--- config.mk ---
export PLATFORM = sky130hd
export DESIGN_NAME = arb_bus_mux
export DESIGN_NICKNAME = d
export VERILOG_FILES = /design/src/rtl/arb_bus_mux.sv
export SDC_FILE = /design/constraint.sdc
export NUM_CORES = 1
export LEC_CHECK = 0
export CAP_MARGIN = 25
export CORE_AREA = 10 10 324 326
export DETAILED_ROUTE_END_ITERATION = 7
export DIE_AREA = 0 0 334 336
export SYNTH_ARGS = -nofsm -noshare
export SYNTH_HDL_FRONTEND = slang
export SYNTH_SLANG_ARGS = --single-unit
--- constraint.sdc ---
create_clock -name clk -period 4 [get_ports clk]
set_input_delay 0.6 -clock clk [delete_from_list [all_inputs] [get_ports clk]]
set_output_delay 0.6 -clock clk [all_outputs]
set_load 0.03 [all_outputs]
--- src/rtl/arb_bus_mux.sv ---
// arb_bus_mux
//   Fixed-priority bus multiplexer with one register stage. The highest-indexed
//   source whose enable is set wins the bus; its word appears on bus_out one
//   clock later. Cycles with two or more enables are flagged as conflicts and
//   counted in a saturating counter with a sticky summary flag.
//
// Parameters
//   WIDTH      bus word width in bits (1..64)
//   NSRC       number of bus sources (2..64)
//   HOLD_LAST  1: bus_out/sel_idx hold when idle, 0: they return to zero
//   CNT_W      conflict counter width
//
// Ports
//   clk              system clock, rising edge
//   clr              asynchronous active-high reset
//   src_out          per-source drive enable, bit i requests source i
//   src_data         flattened source words, source i at [i*WIDTH +: WIDTH]
//   err_clr          synchronous clear of conflict_sticky and conflict_cnt
//   bus_out          registered bus word
//   bus_valid        bus_out was driven by a source at the last edge
//   sel_idx          registered index of the winning source
//   conflict         one-cycle pulse: >= 2 enables at the last edge
//   conflict_sticky  OR of all conflict pulses since the last clear
//   conflict_cnt     saturating count of conflicting edges
module arb_bus_mux #(
   parameter int WIDTH     = 32,
   parameter int NSRC      = 24,
   parameter int HOLD_LAST = 1,
   parameter int CNT_W     = 8
) (
   input  logic                     clk,
   input  logic                     clr,
   input  logic [NSRC-1:0]          src_out,
   input  logic [NSRC*WIDTH-1:0]    src_data,
   input  logic                     err_clr,
   output logic [WIDTH-1:0]         bus_out,
   output logic                     bus_valid,
   output logic [$clog2(NSRC)-1:0]  sel_idx,
   output logic                     conflict,
   output logic                     conflict_sticky,
   output logic [CNT_W-1:0]         conflict_cnt
);

   localparam int IDX_W = $clog2(NSRC);

   logic             anyReq;
   logic             multiReq;
   logic [IDX_W-1:0] winIdx;
   logic [WIDTH-1:0] winData;

   // Ascending scan: a later (higher) set bit overwrites the winner, giving
   // highest-index priority. A set bit seen after any earlier one marks a
   // conflict, which is exactly popcount >= 2.
   always_comb begin
      anyReq   = 1'b0;
      multiReq = 1'b0;
      winIdx   = '0;
      winData  = '0;
      for (int unsigned i = 0; i < NSRC; i++) begin
         if (src_out[i]) begin
            multiReq = multiReq | anyReq;
            anyReq   = 1'b1;
            winIdx   = IDX_W'(i);
            winData  = src_data[i*WIDTH +: WIDTH];
         end
      end
   end

   always_ff @(posedge clk or posedge clr) begin
      if (clr) begin
         bus_out         <= '0;
         bus_valid       <= 1'b0;
         sel_idx         <= '0;
         conflict        <= 1'b0;
         conflict_sticky <= 1'b0;
         conflict_cnt    <= '0;
      end else begin
         bus_valid <= anyReq;
         conflict  <= multiReq;
         if (anyReq) begin
            bus_out <= winData;
            sel_idx <= winIdx;
         end else if (HOLD_LAST == 0) begin
            bus_out <= '0;
            sel_idx <= '0;
         end
         // Clear wins over a same-edge conflict; the pulse above is unaffected.
         if (err_clr) begin
            conflict_sticky <= 1'b0;
            conflict_cnt    <= '0;
         end else if (multiReq) begin
            conflict_sticky <= 1'b1;
            if (conflict_cnt != '1) conflict_cnt <= conflict_cnt + 1'b1;
         end
      end
   end

endmodule

==> results.toml <==
[power_and_ir_drop]
intPower_uw = 1874
comb_power_share = 0.645
total_power_uw = 3165
swShare = 0.4079
p_seq_frac = 0.176
powerDensity_mw_per_mm2 = 167.7
irDropWorstVdd_v = 0.0001379
pwr-share-clk = 0.179
p_switching_uw = 1291
p_leak_uw = 0.006374

[yosys]
syn_area_per_cell_um2 = 7.215
syn_inst = 1113
synth_nets = 1909
synth_seq_cells = 48
async_flop_share = 1.000
ys_top_cells_by_area = "dfrtp_1 15%, a221oi_1 9.8%, clkbuf_1 5.4%"
synth.yosys.warnings = 0
synth_edf_count = 0
synth_common_cells = "116 x clkbuf_1, 91 x nor2_1, 90 x a221oi_1, 75 x o21ai_0, 70 x nand2_1"
synth-main-ff-cell = "dfrtp_1"
ys_seq_area_frac = 0.1496
netlist_area_mm2 = 0.008030
netlist.area_leader.share = 0.1496
synth.most_common_cell = "clkbuf_1"
synth_top_area_cell = "dfrtp_1"
ys_types = 66

[worst_hold_path]
hp-class = "in2async"

[drt]
drt_wl_total_um = 114600
wl_per_cell_um = 34.99
drtPass1Iterations = 6
vias_per_cell = 4.550
ant_nets = 0
drc_errors = 0
num_vias = 14906
drtIter0Drc = 1375

[sta]
post-route-period-util = 0.9180
fin_skew_ns = 0.004990
rsz0062_at_grt = "no"
setup_viol = 0
period_minus_slack_ns = 3.672
setup_ws_ns = 0.3279
tns_ns = 0
max_freq_mhz = 272.3
worstMarginPinSlew_ns = 1.005
slew_viol_final = 0
relSlewSlack = 0.3212
final-hold-violation-count = 0

[layout]
stdcell_area_mm2 = 0.01887
syn_to_final_growth_pct = 135.0
instances_no_fill = 3276
fin_nets = 2767
drive_above_1_share = 0.09838

[grt]
antenna_found_initial = 28
grt_max_degree = 40
grt_overflow = 0
grt_usage = 0.1913
grt_first_pass_wirelength_um = 146600
grt_pass1_vias = 15327

[cts]
cts_setup_buffers = 0
cts_sinks = 48
cts_hold_buf = 0
numCtsBuffers = 5
clockBufferDepth = 2
cts-root-buf = "clkbuf_16"
cts_tree = "done"
worstSkewPairLatency_ns = 0.34
cts_resized = 0
clk_pin_slew_ns = 0.08
htree_levels = 2

[floorplanning]
die_area_mm2 = 0.1122
start_util = 0.08183
core_mm2 = 0.09813
die_w_um = 334
rows = 115
die_h_um = 336
top_level_ports = 843

[worst_setup_path]
startpoint_type = "primary input"
critPathRequiredTime_ns = 4.28
crit_fanout = 8
cp-end-kind = "flip-flop"
worstSetupPathType = "in2reg"
arrival_ns = 3.95

[placed_design]
hpwl_um = 102600
dp.cells = 3249
port_buffers = 842
place_congestion = 0.9482
placed_cell_area_mm2 = 0.01863
place_ws_ns = -0.3198

[status]
run_status = "finished, final reports clean"

[run]
max_cap_violations = 0
==> layout by cell type (no fill, tap or decap), types with 11 or more instances in the layout <==
cell type,instances
a22oi_1,23
clkdlybuf4s50_1,836
nand3_1,14
nor2b_1,14
o221a_2,14
nor3_1,12
nand2_1,70
nand2b_1,23
a221o_1,42
a21oi_1,68
diode_2,17
o221ai_1,41
o21ai_0,75
a31oi_1,14
a2111oi_0,11
a211oi_1,27
o2111ai_1,14
nor2_1,88
dfrtp_1,48
o31a_1,25
a221oi_1,90
o22ai_1,62
a22o_1,47
inv_1,12
o31ai_1,18
a222oi_1,15
buf_4,132
==> metal layers <==
| layer | track usage | routed length, µm | vias up |
|---|---|---|---|
| li1 | - | - | 6426 |
| met1 | 0.2372 | 47640 | 7360 |
| met2 | 0.3300 | 54650 | 965 |
| met3 | 0.04918 | 9575 | 133 |
| met4 | 0.04000 | 2618 | 22 |
| met5 | 0 | 139 | - |
==> power groups by stage <==
stage / clock network (µW) / registers [µW] / logic [µW]
floorplan: 0 / 628 / 496
global placement: 0 / 566 / 2040
detailed placement: 0 / 566 / 2040
CTS: 580 / 556 / 2050
global route: 593 / 561 / 2140
finish: 566 / 558 / 2040
==> through the flow <==
| stage | utilization | hold WS [ns] |
|---|---|---|
| after detailed placement | 0.1898 | 0.4785 |
| after floorplan | - | 0.6699 |
| after CTS | 0.1916 | 0.4962 |
| after global routing | 0.1920 | 0.4585 |
| after global placement | 0.1898 | 0.4704 |
| final | 0.1923 | 0.4633 |
==> state kept, by name, indices dropped and copies added, names as in the netlist <==
signal,cells
bus_out,32
bus_valid,1
conflict,1
conflict_cnt,8
conflict_sticky,1
sel_idx,5
==> area by class of cell <==
type / count / area [µm²]
antenna: 17 / 42.54
clock buffer: 5 / 125.1
clock inverter: 3 / 47.55
fill: 11020 / 79260
inverter: 22 / 82.58
multi-input combinational: 915 / 6286
sequential: 48 / 1201
tap: 1287 / 1610
timing repair buffer: 979 / 9477
==> critical path: stages <==
cell and delay, ns:
clkdlybuf4s50_1 0.59, nor4b_4 0.68, a22o_1 0.28, a211oi_1 0.08, o311ai_0 0.63, buf_4 0.22
a21oi_1 0.11, buf_4 0.16, o311ai_0 0.32, buf_4 0.17, a21o_1 0.10
==> path summary, 6_finish.rpt <==
check                           startpoint  slack [ns]              end  cells after the start
max in group asynchronous              clr        2.77      bus_out[19]                      4
hold / removal                         clr        0.46       bus_out[8]                      2
hold reg to reg                bus_out[22]        0.50      bus_out[22]                      2
min in group clk               bus_out[22]        0.50      bus_out[22]                      2
setup reg to reg           conflict_cnt[0]        2.16  conflict_cnt[4]                      6
setup / recovery                src_out[1]        0.33      bus_out[27]                     11
==> cell families after synthesis <==
kind of cell	Yosys count	share of synthesized area
AOI/OAI and AO/OA	635	0.6024
adders and majority gates	2	0.002804
buffers and inverters	150	0.07136
DFF	48	0.1496
muxes	6	0.008102
and+or+nand+nor	272	0.1658
Power figures use the tool's default switching activity.
